$ cat src/rtl/clock_set_ctrl.sv
// ---------------------------------------------------------------------------
// clock_set_ctrl
// Timing and mode controller for a digital-clock counter chain
// (seconds mod-60, minutes mod-60, hours).
//  - Divides clk down to a one-cycle seconds tick (sec_en) while running.
//  - Forwards counter carries (sec_oc -> min_en, min_oc -> hour_en) in RUN.
//  - Steps RUN -> SET_HOUR -> SET_MIN -> SET_SEC -> RUN on each mode press.
//    An inc press in a SET state bumps the selected field.
//  - Produces a blink phase for the field being set.
//
// Ports
//  clk       in   system clock, everything on posedge
//  rst       in   synchronous reset, active-high
//  btn_mode  in   mode button level (debounced, synchronous)
//  btn_inc   in   increment button level (debounced, synchronous)
//  sec_oc    in   seconds counter wrap pulse
//  min_oc    in   minutes counter wrap pulse
//  sec_en    out  seconds counter enable pulse
//  min_en    out  minutes counter enable pulse
//  hour_en   out  hours counter enable pulse
//  sec_clr   out  seconds counter clear pulse
//  mode      out  0=RUN 1=SET_HOUR 2=SET_MIN 3=SET_SEC
//  blink     out  blink phase of the field being set, 0 in RUN
//
// Optional feature macro: AUTO_REPEAT_EN
//  When defined, holding btn_inc in a SET state auto-repeats the increment.
//  It fires once after REPEAT_DLY cycles, then every REPEAT_PER cycles.
//  The REPEAT_* parameters exist only in that build.
// ---------------------------------------------------------------------------
`timescale 1ns/1ps

module clock_set_ctrl #(
   parameter int CLK_DIV    = 50_000_000,
   parameter int BLINK_DIV  = 25_000_000
`ifdef AUTO_REPEAT_EN
   ,
   parameter int REPEAT_DLY = 25_000_000,
   parameter int REPEAT_PER = 10_000_000
`endif
) (
   input  logic       clk,
   input  logic       rst,
   input  logic       btn_mode,
   input  logic       btn_inc,
   input  logic       sec_oc,
   input  logic       min_oc,
   output logic       sec_en,
   output logic       min_en,
   output logic       hour_en,
   output logic       sec_clr,
   output logic [1:0] mode,
   output logic       blink
);

   typedef enum logic [1:0] {
      RUN      = 2'd0,
      SET_HOUR = 2'd1,
      SET_MIN  = 2'd2,
      SET_SEC  = 2'd3
   } state_t;

   localparam int PW = (CLK_DIV > 1) ? $clog2(CLK_DIV) : 1;
   localparam int BW = $clog2(BLINK_DIV + 1);
   localparam logic [PW-1:0] PRESC_MAX = PW'(CLK_DIV - 1);
   localparam logic [BW-1:0] BLINK_MAX = BW'(BLINK_DIV - 1);

   state_t          state;
   state_t          next_state;
   logic            btn_mode_q;
   logic            btn_inc_q;
   logic            mode_press;
   logic            inc_press;
   logic            inc_pulse;
   logic            run_steady;
   logic [PW-1:0]   presc_cnt;
   logic [PW-1:0]   presc_nxt;
   logic [BW-1:0]   blink_cnt;
   logic [BW-1:0]   blink_cnt_nxt;
   logic            blink_nxt;
   logic            sec_en_nxt;
   logic            min_en_nxt;
   logic            hour_en_nxt;
   logic            sec_clr_nxt;

`ifdef AUTO_REPEAT_EN
   localparam int RMAX = (REPEAT_DLY > REPEAT_PER) ? REPEAT_DLY : REPEAT_PER;
   localparam int RW   = $clog2(RMAX + 1);
   localparam logic [RW-1:0] DLY_MAX = RW'(REPEAT_DLY - 1);
   localparam logic [RW-1:0] PER_MAX = RW'(REPEAT_PER - 1);

   logic            hold_armed;
   logic            rep_phase;
   logic [RW-1:0]   hold_cnt;
   logic            hold_active;
   logic            repeat_fire;
`endif

   // Edge detect both buttons against last cycle's sample and work out the
   // next mode. A mode press always wins, so an inc press arriving in the
   // same cycle is dropped. Inc only counts while a SET state is held steady.
   always_comb begin
      mode_press = btn_mode & ~btn_mode_q;
      inc_press  = btn_inc & ~btn_inc_q;
      next_state = state;
      if (mode_press) begin
         case (state)
            RUN:      next_state = SET_HOUR;
            SET_HOUR: next_state = SET_MIN;
            SET_MIN:  next_state = SET_SEC;
            default:  next_state = RUN;
         endcase
      end
      inc_pulse = inc_press && !mode_press && (state != RUN);
`ifdef AUTO_REPEAT_EN
      hold_active = hold_armed && btn_inc && !mode_press && (state != RUN);
      repeat_fire = hold_active &&
                    (rep_phase ? (hold_cnt == PER_MAX) : (hold_cnt == DLY_MAX));
      inc_pulse   = inc_pulse || repeat_fire;
`endif
   end

   // Next values for every registered output. The prescaler and carries
   // only work while RUN is both current and next. Entering RUN therefore
   // starts from a zero prescaler. A carry that lands on a mode change is
   // ignored. The blink counter runs only in SET states. Every SET-state
   // entry, including SET-to-SET steps, restarts it with blink high.
   always_comb begin
      run_steady    = (state == RUN) && (next_state == RUN);
      presc_nxt     = '0;
      sec_en_nxt    = 1'b0;
      min_en_nxt    = 1'b0;
      hour_en_nxt   = 1'b0;
      sec_clr_nxt   = 1'b0;
      blink_nxt     = 1'b0;
      blink_cnt_nxt = '0;

      if (run_steady) begin
         sec_en_nxt  = (presc_cnt == PRESC_MAX);
         presc_nxt   = (presc_cnt == PRESC_MAX) ? '0 : presc_cnt + 1'b1;
         min_en_nxt  = sec_oc;
         hour_en_nxt = min_oc;
      end

      if (next_state != RUN) begin
         if (next_state != state) begin
            blink_nxt = 1'b1;
         end else if (blink_cnt == BLINK_MAX) begin
            blink_nxt = ~blink;
         end else begin
            blink_nxt     = blink;
            blink_cnt_nxt = blink_cnt + 1'b1;
         end
      end

      if (inc_pulse) begin
         case (state)
            SET_HOUR: hour_en_nxt = 1'b1;
            SET_MIN:  min_en_nxt  = 1'b1;
            SET_SEC:  sec_clr_nxt = 1'b1;
            default:  ;
         endcase
      end
   end

   // State register, button history and all registered outputs. Reset
   // zeroes everything, so no pulse can appear in the cycle after rst.
   always_ff @(posedge clk) begin
      if (rst) begin
         state      <= RUN;
         btn_mode_q <= 1'b0;
         btn_inc_q  <= 1'b0;
         presc_cnt  <= '0;
         blink_cnt  <= '0;
         blink      <= 1'b0;
         sec_en     <= 1'b0;
         min_en     <= 1'b0;
         hour_en    <= 1'b0;
         sec_clr    <= 1'b0;
      end else begin
         state      <= next_state;
         btn_mode_q <= btn_mode;
         btn_inc_q  <= btn_inc;
         presc_cnt  <= presc_nxt;
         blink_cnt  <= blink_cnt_nxt;
         blink      <= blink_nxt;
         sec_en     <= sec_en_nxt;
         min_en     <= min_en_nxt;
         hour_en    <= hour_en_nxt;
         sec_clr    <= sec_clr_nxt;
      end
   end

`ifdef AUTO_REPEAT_EN
   // Hold tracking for auto-repeat. It is armed only by an accepted inc
   // press in a SET state. This stops a button still held across a mode
   // change from restarting the repeat in the new field. After the first
   // delay expires, rep_phase switches the interval to the repeat period.
   always_ff @(posedge clk) begin
      if (rst) begin
         hold_armed <= 1'b0;
         rep_phase  <= 1'b0;
         hold_cnt   <= '0;
      end else if (inc_press && !mode_press && (state != RUN)) begin
         hold_armed <= 1'b1;
         rep_phase  <= 1'b0;
         hold_cnt   <= '0;
      end else if (!hold_active) begin
         hold_armed <= 1'b0;
         rep_phase  <= 1'b0;
         hold_cnt   <= '0;
      end else if (repeat_fire) begin
         rep_phase  <= 1'b1;
         hold_cnt   <= '0;
      end else begin
         hold_cnt   <= hold_cnt + 1'b1;
      end
   end
`endif

   assign mode = state;

endmodule
$ cat config.mk
export PLATFORM = sky130hd
export DESIGN_NAME = clock_set_ctrl
export DESIGN_NICKNAME = d
export VERILOG_FILES = /design/src/rtl/clock_set_ctrl.sv
export SDC_FILE = /design/constraint.sdc
export NUM_CORES = 1
export LEC_CHECK = 0
export CAP_MARGIN = 10
export CORE_ASPECT_RATIO = 1.4
export CORE_MARGIN = 2
export CORE_UTILIZATION = 35
export CTS_BUF_LIST = sky130_fd_sc_hd__clkbuf_4
export CTS_CLUSTER_DIAMETER = 100
export DETAILED_ROUTE_END_ITERATION = 12
export PLACE_DENSITY_LB_ADDON = 0.25
export SKIP_CTS_REPAIR_TIMING = 1
export SYNTH_ARGS = -nofsm -noshare
export SYNTH_HDL_FRONTEND = slang
export SYNTH_SLANG_ARGS = --single-unit
$ cat constraint.sdc
create_clock -name clk -period 2.4 [get_ports clk]
set_input_delay 0.48 -clock clk [delete_from_list [all_inputs] [get_ports clk]]
set_output_delay 0.48 -clock clk [all_outputs]
set_load 0.1 [all_outputs]
==> flow_summary.toml, run 1 <==
[timing]
fin_skew_ps = 14.9
worst_pin_slew_ps = 471
whs_ps = 456
fin_crit_sh_pct = 85.9
finalHoldViolations = 0
finalSetupViolCount = 0
max_freq_mhz = 485
finalCriticalPeriod_ps = 2060
tns_ps = 0
grt_setup_unrepaired = "false"
max-slew-margin-rel_pct = 68.3
maxSlewViolCount = 0

[floorplanning]
chipHeight_um = 108
die-area_sq_um = 8450
start_util_pct = 36.5
io_pins = 13
die_w_um = 78.3
rows = 37
fp.coreArea_sq_um = 7410

[global_routing]
grt_pass1_vias = 1979
antenna_found_initial = 0
gr-total-overflow = 0
grt_max_degree = 26
gr-usage-all-layers_pct = 13.1
grt_pass1_wl_um = 8710

[cts]
clk_path_buf_depth = 2
clock_tree.root_cell = "clkbuf_4"
cts_made_buffers = 9
cts_tree = "done"
cts_sinks = 60
clock_latency_ps = 400
htree_num_levels = 3
clk_pin_slew_worst_paths_ps = 100

[finish]
diodes = 0
area_growth_syn_to_layout_pct = 11.5
drive_gt1_share_pct = 11.3
nFillCells = 756
design_area_sq_um = 3010
nets = 328

[flow_run]
cap_violations = 0

[worst_hold_path]
hp-class = "register to register"

[worst_setup_path]
crit_path_start_kind = "register"
critical_path_required_ps = 2730
critPathKind = "register to register"
worst_setup_path_end_kind = "register"
arrival_ps = 2390
cp_max_fo = 25

[synthesis]
yosys-top-cells-area = "dfxtp_1 (44%), xor2_1 (11%), nor2_1 (8.3%)"
synthFlopType = "dfxtp_1"
synth_area_sq_um = 2700
synth_cell_types = 37
synth_top_area_share_pct = 44.5
yosysSeqAreaShare_pct = 44.5
synth_seq_cells = 60
ys_async_sr_fraction_pct = 0
synth_edf_count = 0
synth_common_cells = "dfxtp_1 (60), nor2_1 (60), xor2_1 (34)"
synth.avg_cell_area_sq_um = 9.10
yosys.area.top_type = "dfxtp_1"
synthesis.nets = 309
synth_cells = 297
yosysWarningCount = 0

[placement]
gp_congestion = 0.769
dp_hpwl_um = 3420
portBuffers = 12
postPlaceCellArea_sq_um = 2890

[pwr]
peakVddDrop_uv = 237
cellPowerDensity_nw_per_um2 = 603
leakagePower_nw = 1.05

[drt]
wl_um = 4840
post_drt_wl_per_cell_um = 11.6
vias = 2003
drc = 0
avgViaCountPerCell = 4.80
drt_iter0_markers = 75
ant_nets = 0
first_pass_iters = 4

[outcome]
status = "finished, final reports clean"
## layout make-up
type | count | area [sq um] | area share [%]
Sequential cell | 60 | 1200 | 40.0
Multi-Input combinational cell | 225 | 1420 | 47.2
Tap cell | 97 | 121 | 4.03
Inverter | 6 | 22.5 | 0.748
Clock buffer | 9 | 67.6 | 2.24
Timing Repair Buffer | 14 | 118 | 3.91
Clock inverter | 6 | 56.3 | 1.87
## cells by family after synthesis
logic type / after synthesis / share of synthesized area [%]
XOR/XNOR: 50 / 16.2
AND/OR/NAND/NOR: 160 / 31.6
AO/OA/AOI/OAI: 9 / 2.04
adder cells (fa/ha/maj): 6 / 2.78
buffers and inverters: 12 / 2.87
flip-flops: 60 / 44.5
## path summary, 6_finish.rpt
check | start | to | slack [ps] | cells past startpoint
hold / removal | presc_cnt[0] | presc_cnt[0] | 460 | 1
setup / recovery | mode[0] | blink_cnt[2] | 340 | 7
setup reg to reg | mode[0] | blink_cnt[2] | 340 | 7
hold reg to reg | presc_cnt[0] | presc_cnt[0] | 460 | 1
## power by group
| group | switching [mW] | leakage, nW | internal (mW) | total [mW] |
|---|---|---|---|---|
| Clock | 0.354 | 0.0690 | 0.303 | 0.657 |
| Combinational | 0.0980 | 0.494 | 0.0437 | 0.142 |
| Sequential | 0.0113 | 0.485 | 1.01 | 1.02 |
## state kept, by name, summed over array words and instances (netlist names)
signal	count
blink	1
blink_cnt	25
btn_inc_q	1
btn_mode_q	1
hour_en	1
min_en	1
mode	2
presc_cnt	26
sec_clr	1
sec_en	1
## layout by cell type (no fill, tap or decap), types with 3 or more instances in the layout
master           count
a21oi_1              5
and3_1              10
buf_4                9
clkbuf_4             9
clkdlybuf4s50_1      5
clkinv_2             3
dfxtp_1             58
ha_1                 6
inv_1                6
nand2_1             19
nand3_1             24
nand4_1             14
nor2_1              60
nor3_1               6
nor4_2               4
nor4b_1              3
xnor2_1             16
xor2_1              34
## metrics by stage
stage / worst slack, ps / utilization [%] / power, mW / instances
2_1_floorplan: 30.4 / - / 1.16 / 297
3_3_place_gp: 250 / 39.0 / 1.18 / 402
3_5_place_dp: 207 / 39.0 / 1.18 / 402
4_1_cts: 315 / 40.7 / 1.85 / 417
5_1_grt: 117 / 40.7 / 1.91 / 417
6_report: 339 / 40.7 / 1.82 / 417
## per-layer routing
metal / vias up / global-route usage, % / wire length, um
met5: - / 0 / 0
met4: 0 / 7.14 / 99
met3: 7 / 3.59 / 160
met2: 27 / 21.2 / 2390
met1: 917 / 15.7 / 2200
li1: 1052 / - / -
## worst max-delay path, stage by stage, from the launching register on
cell	delay (ps)
dfxtp_2	420
inv_1	100
ha_1	350
xnor2_1	180
a21oi_1	90
or4_1	480
buf_4	230
nor2_1	140
(Power assumes the default switching activity.)
==> inputs of run 2 (changes only) <==
ABC_CLOCK_PERIOD_IN_PS = 2400   (was unset)
==> results of run 2 <==
Same layout as run 1: the final DEF is identical, and so are final timing and power.
